### src/rtl/fifo_flagged_if.sv
// Handshake/status bundle between a producer/consumer pair and fifo_flagged.
// slave is the FIFO side, master is the side that pushes/pops.
interface fifo_flagged_if #(
    parameter int DATA_W    = 10,
    parameter int FIFO_SIZE = 6
);
    localparam int CNT_W = $clog2(FIFO_SIZE + 1);

    logic              push;
    logic              pop;
    logic [DATA_W-1:0] data_in;
    logic              clr_err;
    logic [DATA_W-1:0] read_data;
    logic              valid;
    logic              full;
    logic              empty;
    logic              almost_full;
    logic              almost_empty;
    logic [CNT_W-1:0]  count;
    logic              overflow;
    logic              underflow;

    modport slave (
        input  push, pop, data_in, clr_err,
        output read_data, valid, full, empty, almost_full, almost_empty,
        output count, overflow, underflow
    );

    modport master (
        output push, pop, data_in, clr_err,
        input  read_data, valid, full, empty, almost_full, almost_empty,
        input  count, overflow, underflow
    );
endinterface

### src/rtl/fifo_flagged.sv
// Synchronous FIFO of arbitrary depth with occupancy flags, sticky error flags
// and a choice of registered-read or first-word-fall-through output.
module fifo_flagged #(
    parameter int DATA_W    = 10,
    parameter int FIFO_SIZE = 6,
    parameter int FWFT      = 0,
    parameter int AF_LEVEL  = FIFO_SIZE - 1,
    parameter int AE_LEVEL  = 1
) (
    input  logic          clock,
    input  logic          rst,
    fifo_flagged_if.slave bus
);
    localparam int CNT_W = $clog2(FIFO_SIZE + 1);
    localparam int PTR_W = $clog2(FIFO_SIZE);

    logic [DATA_W-1:0] mem_q [FIFO_SIZE];
    logic [PTR_W-1:0]  wr_ptr_q, wr_ptr_d;
    logic [PTR_W-1:0]  rd_ptr_q, rd_ptr_d;
    logic [CNT_W-1:0]  count_q, count_d;
    logic              ovf_q, ovf_d;
    logic              unf_q, unf_d;
    logic [DATA_W-1:0] rdata_q, rdata_d;
    logic              vld_q, vld_d;
    logic              empty, full;
    logic              pop_ok, push_ok;

    // Pointers wrap explicitly so any depth works, not just powers of two.
    function automatic logic [PTR_W-1:0] ptr_inc(input logic [PTR_W-1:0] p);
        return (p == PTR_W'(FIFO_SIZE - 1)) ? '0 : p + PTR_W'(1);
    endfunction

    assign empty   = (count_q == '0);
    assign full    = (count_q == CNT_W'(FIFO_SIZE));
    assign pop_ok  = bus.pop & ~empty;
    assign push_ok = bus.push & (~full | pop_ok);

    always_comb begin
        wr_ptr_d = push_ok ? ptr_inc(wr_ptr_q) : wr_ptr_q;
        rd_ptr_d = pop_ok  ? ptr_inc(rd_ptr_q) : rd_ptr_q;
        count_d  = count_q;
        case ({push_ok, pop_ok})
            2'b10:   count_d = count_q + CNT_W'(1);
            2'b01:   count_d = count_q - CNT_W'(1);
            default: count_d = count_q;
        endcase
        // A new error in the same cycle as clr_err wins.
        ovf_d   = (ovf_q & ~bus.clr_err) | (bus.push & ~push_ok);
        unf_d   = (unf_q & ~bus.clr_err) | (bus.pop & ~pop_ok);
        vld_d   = pop_ok;
        rdata_d = pop_ok ? mem_q[rd_ptr_q] : rdata_q;
    end

    always_ff @(posedge clock) begin
        if (rst) begin
            wr_ptr_q <= '0;
            rd_ptr_q <= '0;
            count_q  <= '0;
            ovf_q    <= 1'b0;
            unf_q    <= 1'b0;
            rdata_q  <= '0;
            vld_q    <= 1'b0;
        end else begin
            wr_ptr_q <= wr_ptr_d;
            rd_ptr_q <= rd_ptr_d;
            count_q  <= count_d;
            ovf_q    <= ovf_d;
            unf_q    <= unf_d;
            rdata_q  <= rdata_d;
            vld_q    <= vld_d;
        end
    end

    // Storage is never cleared; reset only discards it via the pointers.
    always_ff @(posedge clock) begin
        if (!rst && push_ok) begin
            mem_q[wr_ptr_q] <= bus.data_in;
        end
    end

    generate
        if (FWFT != 0) begin : g_fwft
            assign bus.read_data = mem_q[rd_ptr_q];
            assign bus.valid     = ~empty;
        end else begin : g_std
            assign bus.read_data = rdata_q;
            assign bus.valid     = vld_q;
        end
    endgenerate

    assign bus.full         = full;
    assign bus.empty        = empty;
    assign bus.almost_full  = (count_q >= CNT_W'(AF_LEVEL));
    assign bus.almost_empty = (count_q <= CNT_W'(AE_LEVEL));
    assign bus.count        = count_q;
    assign bus.overflow     = ovf_q;
    assign bus.underflow    = unf_q;
endmodule

### src/flat_wrapper.sv
// flat-port wrapper written by rule: the top's interface ports become plain ports
module fifo_flagged_flat 
#(
    parameter int DATA_W    = 10,
    parameter int FIFO_SIZE = 6,
    parameter int FWFT      = 0,
    parameter int AF_LEVEL  = FIFO_SIZE - 1,
    parameter int AE_LEVEL  = 1
)
  (clock, rst, bus_push, bus_pop, bus_data_in, bus_clr_err, bus_read_data, bus_valid, bus_full, bus_empty, bus_almost_full, bus_almost_empty, bus_count, bus_overflow, bus_underflow);
  fifo_flagged_if #(.DATA_W(DATA_W), .FIFO_SIZE(FIFO_SIZE)) bus_i ();
  input  logic clock;
  input  logic rst;
  input wire logic [$bits(bus_i.push)-1:0] bus_push;
  input wire logic [$bits(bus_i.pop)-1:0] bus_pop;
  input wire logic [$bits(bus_i.data_in)-1:0] bus_data_in;
  input wire logic [$bits(bus_i.clr_err)-1:0] bus_clr_err;
  output wire logic [$bits(bus_i.read_data)-1:0] bus_read_data;
  output wire logic [$bits(bus_i.valid)-1:0] bus_valid;
  output wire logic [$bits(bus_i.full)-1:0] bus_full;
  output wire logic [$bits(bus_i.empty)-1:0] bus_empty;
  output wire logic [$bits(bus_i.almost_full)-1:0] bus_almost_full;
  output wire logic [$bits(bus_i.almost_empty)-1:0] bus_almost_empty;
  output wire logic [$bits(bus_i.count)-1:0] bus_count;
  output wire logic [$bits(bus_i.overflow)-1:0] bus_overflow;
  output wire logic [$bits(bus_i.underflow)-1:0] bus_underflow;
  assign bus_i.push = bus_push;
  assign bus_i.pop = bus_pop;
  assign bus_i.data_in = bus_data_in;
  assign bus_i.clr_err = bus_clr_err;
  assign bus_read_data = bus_i.read_data;
  assign bus_valid = bus_i.valid;
  assign bus_full = bus_i.full;
  assign bus_empty = bus_i.empty;
  assign bus_almost_full = bus_i.almost_full;
  assign bus_almost_empty = bus_i.almost_empty;
  assign bus_count = bus_i.count;
  assign bus_overflow = bus_i.overflow;
  assign bus_underflow = bus_i.underflow;
  fifo_flagged #(.DATA_W(DATA_W), .FIFO_SIZE(FIFO_SIZE), .FWFT(FWFT), .AF_LEVEL(AF_LEVEL), .AE_LEVEL(AE_LEVEL)) u_core (.clock(clock), .rst(rst), .bus(bus_i));
endmodule
### config.mk
export PLATFORM = sky130hd
export DESIGN_NAME = fifo_flagged_flat
export DESIGN_NICKNAME = d
export VERILOG_FILES = /design/src/rtl/fifo_flagged_if.sv /design/src/rtl/fifo_flagged.sv /design/src/flat_wrapper.sv
export SDC_FILE = /design/constraint.sdc
export NUM_CORES = 1
export LEC_CHECK = 0
export CAP_MARGIN = 10
export CORE_MARGIN = 5
export CORE_UTILIZATION = 50
export CTS_CLUSTER_DIAMETER = 80
export DETAILED_ROUTE_END_ITERATION = 6
export GPL_TIMING_DRIVEN = 0
export PLACE_DENSITY = 0.72
export SYNTH_ARGS = -nofsm -noshare
export SYNTH_HDL_FRONTEND = slang
export SYNTH_SLANG_ARGS = --single-unit
### constraint.sdc
create_clock -name clock -period 3 [get_ports clock]
set_input_delay 0.6 -clock clock [delete_from_list [all_inputs] [get_ports clock]]
set_output_delay 0.6 -clock clock [all_outputs]
set_load 0.01 [all_outputs]
# == Word-level counts from Yosys, hierarchy flattened ==
# Memory sizes are Yosys's and may differ from the RTL's. A register that Yosys moved wholly into a read port is not among the register bits.
# Index checks and enable logic that the tools add are counted.
# op_classes
n_bitwise,14
n_addsub,4
eq_ne,5
magnitude_cmp,2
mux,5
reduce_logical,4
# op_table
cell,n
"3-bit by 1-bit adder with 3-bit output, second input constant",3
"3-bit == test, second input constant",3
1-bit AND,6
3-bit 2-to-1 mux,2
3-bit case mux with 2 select lines,1
1-bit inverter,5
"3-bit greater-or-equal comparator, second input constant",1
"3-bit by 1-bit <= comparator with 1-bit output, second input constant",1
3-bit logical NOT,1
1-bit OR,3
"3-bit by 1-bit subtractor with 3-bit output, second input constant",1
"2-bit by 1-bit == test with 1-bit output, second input constant",1
"2-bit == test, second input constant",1
1-bit 2-to-1 mux,2
2-bit nonzero test,1
1-bit logical AND,1
1-bit logical NOT,1
# totals
output_inout_bits,20
elab_cells,41
register_bits,12
mem_count,1
ram_bits,60
# mem_list
memory,words,word_bits,read_ports,rd_clocked_by_memory_dff,write_ports,line,text
u_core.mem_q,6,10,1,1,1,fifo_flagged.sv:17,logic [DATA_W-1:0] mem_q [FIFO_SIZE];

# == Longest topological paths before layout ==
# depth
depth_word,8
depth_mapped,9

# == Worst setup path before layout ==
# Ideal clock, no wire load.
# synth_timing
path_type,register to register
from,register u_core.count_q[0] (netlist: u_core.bus.count[0])
to,"memory u_core.mem_q[5][0], enable pin"
path_slack_ns,0.431
stages_incl_launch_ff,6
t_arrival_ns,2.161
period_less_slack_ns,2.569
setup_time_ns,0.407
cell_sequence,dfxtp_1 -> inv_1 -> ha_1 -> nand3b_1 -> nand3_1 -> nor4b_1
# synth_via
elab_chain_cells,8
word_cells_on_any_way,10
classes_between,eq/ne (1); mux (2); bitwise (5); reduce/logical (2)
# synth_lines
element,line,text
from (decl),fifo_flagged.sv:20,"logic [CNT_W-1:0] count_q, count_d;"
from (signal assigned),fifo_flagged.sv:66,count_q <= count_d;
3-bit logical NOT,fifo_flagged.sv:33,assign empty = (count_q == '0);
1-bit inverter,fifo_flagged.sv:35,assign pop_ok = bus.pop & ~empty;
1-bit AND,fifo_flagged.sv:35,
1-bit OR (*),fifo_flagged.sv:36,assign push_ok = bus.push & (~full | pop_ok);
1-bit AND (*),fifo_flagged.sv:36,
1-bit logical AND (*),fifo_flagged.sv:76,if (!rst && push_ok) begin
1-bit 2-to-1 mux (*),fifo_flagged.sv:76,
1-bit 2-to-1 mux (implied by the code) (*),fifo_flagged.sv:77,mem_q[wr_ptr_q] <= bus.data_in;
to (decl),fifo_flagged.sv:17,
# Mark *: on every way between the ends. The rest lies on a longest branch, timed or not.

# == Final worst setup path ==
# layout_timing
from,register u_core.count_q[1] (netlist: u_core.bus.count[1])
to,output port bus_almost_full
# layout_via
elab_chain_cells,1
# layout_lines
element,line,text
3-bit greater-or-equal comparator,fifo_flagged.sv:93,assign bus.almost_full = (count_q >= CNT_W'(AF_LEVEL));
to (decl),flat_wrapper.sv:22,output wire logic [$bits(bus_i.almost_full)-1:0] bus_almost_full;
# No other way between the ends.

==> run metrics <==
syn_area_per_cell=15.1 µm²; setup violators final=0; DRT antenna net count=0; total setup buffers inserted after CTS=0; buffers added on ports=32; GRT Util Overall=0.164; # IOs=35; Max Root-Sink Buffers=2; Die ar.=8420 µm²; Data arrival, critical path=1870 ps; CORE AREA=6420 µm²; RSZ-0062 raised after global routing=no; worst-margin pin slew=1160 ps; dpl cells=334; hold_buf cts=0; fillcell total=489; # diodes=0; first-pass GRT wire length=10200 µm; Via density=5.57; CTS tree=done; top_reg_cell synth=edfxtp_1; layout cells sized above 1=0.165; Final min period=2470 ps; DRT Pass-1 Iters=4; initial antenna violation count=0; Startpoint Class=flop; Die Y=91.8 µm; H-Tree Depth=3; commonest cells after routing, fill and taps aside=edfxtp_1 (60), mux2i_1 (33), clkdlybuf4s50_1 (32); Initial Util=0.521; Iter 0 DRT Violations=130; WL/cell=18.5 µm; cells after synthesis=222; fin crit share=0.823; maximum VDD drop=0.568 mV; nature of the critical path endpoint=output pin; Yosys reg bits=82; Clk Latency, worst-skew pair=340 ps; synth warn=0; via count=1948; Cell Rows=29; vias in the first global route=1949; Clock transition at path regs=70 ps; final RePlAce weighted congestion=0.750; DRC=0; Finished Layout Cells=350; post-CTS resize count=0; cell area after layout=3960 µm²; Worst Setup Path Type=reg -> out; post-synthesis cell type count=38; Post-Place Setup Slack=281 ps; Fin. Hold Viols=0; slew margin rel.=0.227; Max Clock Freq=405 MHz; CTS sink cnt=82; P_leak=1.38 nW; Syn-to-layout area delta=18.5%; required time worst endpoint=2400 ps; Die X-Extent=91.8 µm; Pwr Density=724 nW/µm²; grt total ovfl=0; Seq/Total Area, Yosys=0.670; commonest non-fill, non-tap cell in the layout=edfxtp_1; final worst slack=531 ps; dpl cell area=3810 µm²; Synth Cell Area=3340 µm²; number of buffers created by CTS=9; Final Skew=6.12 ps; Final nets=289; min-delay worst type=reg -> reg; crit path max fanout=5; final WL=6470 µm; CTS Root Cell=clkbuf_8; largest net degree at the start of global routing=13; post-synthesis net count=243; dpl hpwl=4130 µm; max cap viols=0; EDFF count, synth=60; Final Max Slew Viols=0; status=finished, final reports clean; Async SR Flop Fraction=0; Pwr Total=2.87 mW
-- synth_stat cells, types with 2 or more instances --
| master | count | area share |
|---|---|---|
| nor2_1 | 10 | 0.011 |
| nand2b_1 | 2 | 0.0037 |
| o31ai_1 | 2 | 0.0045 |
| buf_6 | 6 | 0.020 |
| xor2_1 | 2 | 0.0052 |
| nand2_1 | 11 | 0.012 |
| nand3_1 | 3 | 0.0045 |
| mux2i_1 | 33 | 0.099 |
| a32o_2 | 10 | 0.034 |
| a22oi_1 | 10 | 0.022 |
| inv_1 | 3 | 0.0034 |
| nor2b_1 | 4 | 0.0075 |
| nand4_1 | 2 | 0.0037 |
| ha_1 | 6 | 0.022 |
| edfxtp_1 | 60 | 0.54 |
| or3_1 | 4 | 0.0075 |
| dfxtp_1 | 22 | 0.13 |
| a21oi_1 | 8 | 0.012 |
| o21ai_0 | 3 | 0.0045 |
| buf_4 | 3 | 0.0067 |
-- worst max-delay path: stages, from the launching register on --
cell and delay [ps]:
dfxtp_1 420, inv_1 140, ha_1 210, o31a_2 270, clkdlybuf4s50_1 480
-- worst paths after layout --
kind | startpoint | to | slack [ps] | cells after the start
hold reg to reg | u_core.bus.read_data[8]$_SDFFE_PP0P_ | u_core.bus.read_data[8]$_SDFFE_PP0P_ | 470 | 1
setup reg to reg | u_core.bus.count[0]$_SDFFE_PP0P_ | u_core.mem_q[3][9]$_DFFE_PP_ | 530 | 5
hold / removal | u_core.bus.read_data[8]$_SDFFE_PP0P_ | u_core.bus.read_data[8]$_SDFFE_PP0P_ | 470 | 1
setup / recovery | u_core.bus.count[1]$_SDFFE_PP0P_ | bus_almost_full | 530 | 4
-- area by class of cell --
| class | count | area (µm²) | share of cell area |
|---|---|---|---|
| clock buffer | 12 | 135 | 0.0341 |
| timing repair buffer | 35 | 350 | 0.0884 |
| inverter | 6 | 38.8 | 0.00979 |
| tap | 77 | 96.3 | 0.0243 |
| multi-input combinational | 123 | 982 | 0.248 |
| clock inverter | 4 | 18.8 | 0.00474 |
| buffer | 11 | 98.8 | 0.0249 |
| sequential | 82 | 2240 | 0.566 |
-- state kept, by name, indices dropped and copies added (netlist names) --
| name | flops |
|---|---|
| u_core.bus.overflow | 1 |
| u_core.bus.read_data | 10 |
| u_core.rd_ptr_q | 3 |
| u_core.wr_ptr_q | 3 |
| u_core.mem_q | 60 |
| u_core.bus.count | 3 |
| u_core.bus.valid | 1 |
| u_core.bus.underflow | 1 |
-- routing by layer --
layer / share of wire / GRT usage / vias up
met5: 0 / 0 / -
met4: 0.013 / 0.0594 / 0
met3: 0.061 / 0.0483 / 10
met2: 0.46 / 0.251 / 62
met1: 0.47 / 0.222 / 937
li1: - / - / 939
-- cell families after synthesis --
family | Yosys count | synth area share
buffers and inverters | 17 | 0.0411
AOI/OAI and AO/OA | 36 | 0.0849
adders and majority gates | 6 | 0.0224
muxes | 33 | 0.0988
and+or+nand+nor | 46 | 0.0771
xor gates and xnor gates | 2 | 0.00524
DFF | 82 | 0.670
-- power breakdown --
group	leakage, nW	switching (mW)	internal, mW
registers	0.723	0.0605	1.30
logic	0.585	0.433	0.415
clock network	0.0731	0.365	0.293
total	1.38	0.858	2.01
-- stage by stage --
step                      hold WS [ps]  TNS [ps]  utilization
final                              470         0        0.617
after global routing               495         0        0.617
after CTS                          475         0        0.617
after detailed placement           458         0        0.593
after global placement             455    -15250        0.586
after floorplan                    487         0            -
Power figures use the tool's default switching activity.
